**src/rtl/spi_input_conditioner.sv**
```systemverilog
// Conditions the raw SPI pins: two-flop synchronizer, per-channel stability
// debounce, and registered single-cycle edge pulses for SCLK and CS.
module spi_input_conditioner #(
   parameter int WAIT_TIME = 3,
   parameter int CNT_WIDTH = 3
) (
   input  logic clk,
   input  logic rst_n,
   input  logic sclk_raw,
   input  logic cs_raw,
   input  logic mosi_raw,
   output logic sclk_c,
   output logic sclk_rise,
   output logic sclk_fall,
   output logic cs_c,
   output logic cs_fall,
   output logic cs_rise,
   output logic mosi_c
);

   // Channel index: 0 = sclk, 1 = cs, 2 = mosi. CS idles high (deselected).
   localparam int                   NUM_CH    = 3;
   localparam int                   NUM_EDGE  = 2;
   localparam logic [NUM_CH-1:0]    RESET_VAL = 3'b010;
   localparam logic [CNT_WIDTH-1:0] CNT_MAX   = CNT_WIDTH'(WAIT_TIME - 1);

   logic [NUM_CH-1:0]    sync0;
   logic [NUM_CH-1:0]    sync1;
   logic [NUM_CH-1:0]    cond;
   logic [CNT_WIDTH-1:0] cnt [NUM_CH];
   logic [NUM_EDGE-1:0]  rise_q;
   logic [NUM_EDGE-1:0]  fall_q;

   // Any cycle where sync1 agrees with cond restarts the count, so a level
   // is only accepted after WAIT_TIME consecutive mismatching cycles.
   always_ff @(posedge clk or negedge rst_n) begin
      if (!rst_n) begin
         sync0  <= RESET_VAL;
         sync1  <= RESET_VAL;
         cond   <= RESET_VAL;
         rise_q <= '0;
         fall_q <= '0;
         for (int i = 0; i < NUM_CH; i++) begin
            cnt[i] <= '0;
         end
      end else begin
         sync0 <= {mosi_raw, cs_raw, sclk_raw};
         sync1 <= sync0;
         for (int i = 0; i < NUM_CH; i++) begin
            if (sync1[i] == cond[i]) begin
               cnt[i] <= '0;
            end else if (cnt[i] == CNT_MAX) begin
               cond[i] <= sync1[i];
               cnt[i]  <= '0;
            end else begin
               cnt[i] <= cnt[i] + CNT_WIDTH'(1);
            end
         end
         // Pulses fire on the same edge that commits the new level (mosi has none).
         for (int i = 0; i < NUM_EDGE; i++) begin
            rise_q[i] <= sync1[i] & ~cond[i] & (cnt[i] == CNT_MAX);
            fall_q[i] <= ~sync1[i] & cond[i] & (cnt[i] == CNT_MAX);
         end
      end
   end

   assign sclk_c    = cond[0];
   assign cs_c      = cond[1];
   assign mosi_c    = cond[2];
   assign sclk_rise = rise_q[0];
   assign sclk_fall = fall_q[0];
   assign cs_rise   = rise_q[1];
   assign cs_fall   = fall_q[1];

endmodule

```
**config.mk**
```make
export PLATFORM = sky130hd
export DESIGN_NAME = spi_input_conditioner
export DESIGN_NICKNAME = d
export VERILOG_FILES = /design/src/rtl/spi_input_conditioner.sv
export SDC_FILE = /design/constraint.sdc
export NUM_CORES = 1
export LEC_CHECK = 0
export CORE_AREA = 2 2 51 53
export CTS_BUF_LIST = sky130_fd_sc_hd__clkbuf_4
export CTS_CLUSTER_SIZE = 20
export DETAILED_ROUTE_END_ITERATION = 10
export DIE_AREA = 0 0 53 55
export PLACE_DENSITY = 0.68
export REMOVE_ABC_BUFFERS = 1
export SYNTH_ARGS = -nofsm -noshare
export SYNTH_HDL_FRONTEND = slang
export SYNTH_SLANG_ARGS = --single-unit
```
**constraint.sdc**
```tcl
create_clock -name clk -period 1.79 [get_ports clk]
set_input_delay 0.358 -clock clk [delete_from_list [all_inputs] [get_ports clk]]
set_output_delay 0.358 -clock clk [all_outputs]
set_load 0.05 [all_outputs]
```
---- Yosys cells after proc, flatten, opt, wreduce, memory -nomap -nowiden ----
Index checks and enable logic that the tools add are counted.
storage, ports and cells
  register bits ........................... 22
  bits of input ports ..................... 5
  output and inout port bits .............. 7
  logic and storage cells ................. 43
cells by class
  add/sub/neg operators ................... 3
  eq/ne operators ......................... 6
  muxes and demuxes ....................... 6
  bitwise operators ....................... 15
  reduce and logical (&&, ||, !) cells .... 3
operator list
  operator             number
  $mux 3               6
  $add 3x1->3 const B  3
  $eq 3x2->1 const B   3
  $and 1x1->1          8
  $not 1->1            7
  $reduce_and 2->1     3
  $eq 1x1->1           3

---- Depth between registers and ports, before layout ----
  depth after elaboration ................. 3
  mapped depth ............................ 4
  depth with buffers taken out ............ 4

---- Worst setup path after synthesis ----
OpenSTA, ideal clock, no wires.
  path kind ............................... register to register
  start point ............................. register cond[1]
  end point ............................... register cond[1]
  library setup time ...................... 0.075 ns
  arrival time ............................ 1.591 ns
  data required time ...................... 1.715 ns
  path slack .............................. 0.124 ns
  cell stages (with the launch flop) ...... 5
  buffers on the path ..................... 0
  clock period less this slack ............ 1.666 ns
  cell sequence ........................... dfstp_2 inv_1 ha_1 nor4b_2 mux2i_1
on the way
  word-level cells in the longest chain between the ends .. 3
ends and longest elaborated chain
  item                              RTL line  RTL
  start: declaration                29        logic [NUM_CH-1:0] cond;
  start signal: indexed assignment  53        cond[i] <= sync1[i];
  $eq 1x1->1                        50        if (sync1[i] == cond[i]) begin
  $not 1->1 (no line)               --
  $reduce_and 2->1 (no line)        --
No other way between the ends.
A chain may end at the register's enable or synchronous reset.

---- Worst setup path in the final report ----
Ends and elaborated chain as after synthesis.

==> results.yml <==
synthesis:
  synth_cell_types: 20
  netlist.area_leader.share_pct: 52.9
  synth.ff_latch_count: 22
  synth_cells: 66
  syn_avg_cell_area_um2: 13.6
  synthTopCellsByCount: "dfrtp_1 (19), a21oi_1 (6), nand3b_1 (6)"
  synth_top_cell_by_area: "dfrtp_1"
  synth_warnings: 0
  yosys-top-cells-area: "dfrtp_1 (53%), dfstp_2 (8.8%), ha_1 (5.6%), nand3b_1 (5.0%), a21bo_2 (3.3%)"
  synthArstFlopShare_pct: 100
  ys_seq_area_share_pct: 61.7
  syn_area_um2: 898
  synth_most_common_cell: "dfrtp_1"
  ys.flop_type: "dfrtp_1"
  synth-edff-count: 0
detailed_routing:
  ant_nets: 0
  post_drt_wl_per_cell_um: 11.6
  drc_errors: 0
  drt-pass1-iter-count: 4
  drt_iter0_drc: 11
  vias: 545
  via_per_inst: 4.87
  wirelength_um: 1300
place:
  dpl.hpwl_um: 945
  dpl_cell_area_um2: 1050
  gp_congestion: 0.664
  post-place-cells: 108
  io_buffers: 11
critical_path:
  critPathArrivalTime_ns: 1.80
  cp_top_family: "flip-flops"
  cp_max_fo: 4
  path_buf_inv: 1
  start_kind: "flop"
  worstPathRequired_ns: 2.02
  slowest_delay_ns: 0.58
  cp-end-kind: "flop"
  path_cells: "inv_1, ha_1, nor4b_2, mux2i_1"
  crit_type: "flop to flop"
  cp_slowest_cell: "dfstp_2"
run:
  cap_violations: 0
cells_and_area:
  nFillCells: 229
  final_cell_area_um2: 1070
  syn2layout_area_growth_pct: 19.6
  ff_latch_area_um2: 554
  drive_above_1_share_pct: 25.6
  diodes: 0
  multi_input_area_um2: 325
  fin_nets: 92
  stdcell_count: 112
pwr:
  p_leak_nw: 0.482
  switching_share_pct: 37.9
  p_switching_mw: 0.598
  clkPwrFrac_pct: 14.1
  pwr-share-seq_pct: 49.7
  ir_drop_v: 0.000817
  power.density_nw_per_um2: 1470
  internal-power_mw: 0.977
  comb_power_share_pct: 36.2
clock_network:
  post_cts_resized: 0
  cts_sinks: 22
  htreeDepth: 1
  post-cts-setup-buffer-count: 0
  numCtsBuffers: 3
  clockRootBuffer: "clkbuf_4"
  holdBufCountCts: 0
  path_clk_slew_ns: 0.12
  clockBufferDepth: 2
  cts_tree: "yes"
  clk_latency_ns: 0.30
die:
  start_util_pct: 38.0
  dieWidth_um: 53
  rows: 18
  fp.coreArea_um2: 2360
  fp.dieH_um: 55
  ios: 12
  dieArea_um2: 2920
timing:
  fin_crit_ns: 1.56
  setup_viol: 0
  finalCritPeriodShare_pct: 87.4
  clock.fmax_mhz: 639
  skew_ns: 0.00847
  worst_pin_slew_ns: 0.279
  hold_viol: 0
  maxSlewViolCount: 0
  fin_setup_tns_ns: 0
  slew-limit-headroom_pct: 81.1
  rsz0062_at_grt: "false"
global_route:
  grt_max_degree: 23
  overflow: 0
  grt_pass1_vias: 500
  grt_use_total_pct: 11.0
  grt_pass1_wl_um: 2230
  antenna_found_initial: 0
worst_hold_path:
  hold_path_class: "flop to flop"
status:
  status: "finished clean"
-- metrics by stage --
step | worst slack [ns] | util [%] | total power [mW] | hold slack (ns)
4_1_cts | 0.210 | 45.4 | 1.60 | 0.367
2_1_floorplan | 0.124 | - | 1.17 | 0.0624
6_report | 0.225 | 45.4 | 1.58 | 0.362
3_3_place_gp | 0.276 | 44.3 | 1.35 | 0.333
3_5_place_dp | 0.233 | 44.3 | 1.37 | 0.340
5_1_grt | 0.140 | 45.4 | 1.69 | 0.372
-- per-layer routing --
metal / global-route usage (%) / wire, um / up-vias / part of all wire (%)
li1: - / - / 259 / -
met1: 13.3 / 635 / 278 / 49
met2: 19.0 / 626 / 8 / 48
met3: 2.42 / 41 / 0 / 3.1
met4: 5.13 / 0 / 0 / 0
met5: 0 / 0 / - / 0
-- registers in the layout, summed over array words and instances, names as in the netlist --
signal / cells
rise_q: 2
cnt: 9
fall_q: 2
cond: 3
sync1: 3
sync0: 3
-- power groups by stage --
| stage | sequential, mW | clock [mW] | combinational, mW |
|---|---|---|---|
| after detailed placement | 0.794 | 0 | 0.579 |
| after global placement | 0.786 | 0 | 0.565 |
| final | 0.783 | 0.222 | 0.570 |
| after global routing | 0.808 | 0.256 | 0.626 |
| after floorplan | 0.911 | 0 | 0.262 |
| after CTS | 0.783 | 0.240 | 0.580 |
-- layout make-up --
cell class	count	area share [%]
flip-flops and latches	22	51.6
multi-input cells	39	30.3
repair buffers	12	10.5
well taps	30	3.49
clock buffers	3	2.10
inverters	5	1.75
clock inverters	1	0.349
-- cell usage in the layout, fill, tap and decap left out, types with 3 or more instances in the layout --
cell type,instances
clkbuf_4,3
clkdlybuf4s50_1,4
buf_4,7
dfrtp_1,19
ha_1,4
a21oi_1,6
nand2b_1,3
nand3b_1,6
a21bo_2,3
inv_1,5
dfstp_2,3
-- worst register-to-register path: cells and delay by family (launching register included) --
| family | cells | cell delay (ns) |
|---|---|---|
| flops | 1 | 0.58 |
| fa+ha+maj | 1 | 0.35 |
| simple gates | 1 | 0.30 |
| mux | 1 | 0.21 |
| buf+inv | 1 | 0.06 |
-- logic make-up after synthesis --
group,synth area share (%)
flops,61.7
simple gates,18.7
compound gates,7.52
buf+inv,2.09
fa+ha+maj,5.57
mux,3.48
xor+xnor,0.975
-- path summary, 6_finish.rpt --
kind	from	end	slack, ns	depth (start not counted)
max	cond[1]	cond[1]	0.23	4
min	sync0[1]	sync1[1]	0.36	0
max reg2reg	cond[1]	cond[1]	0.23	4
min reg2reg	sync0[1]	sync1[1]	0.36	0
max in group asynchronous	rst_n	sync0[1]	1.12	2
min in group asynchronous	rst_n	cnt[8]	0.39	2
(Power assumes the default switching activity.)
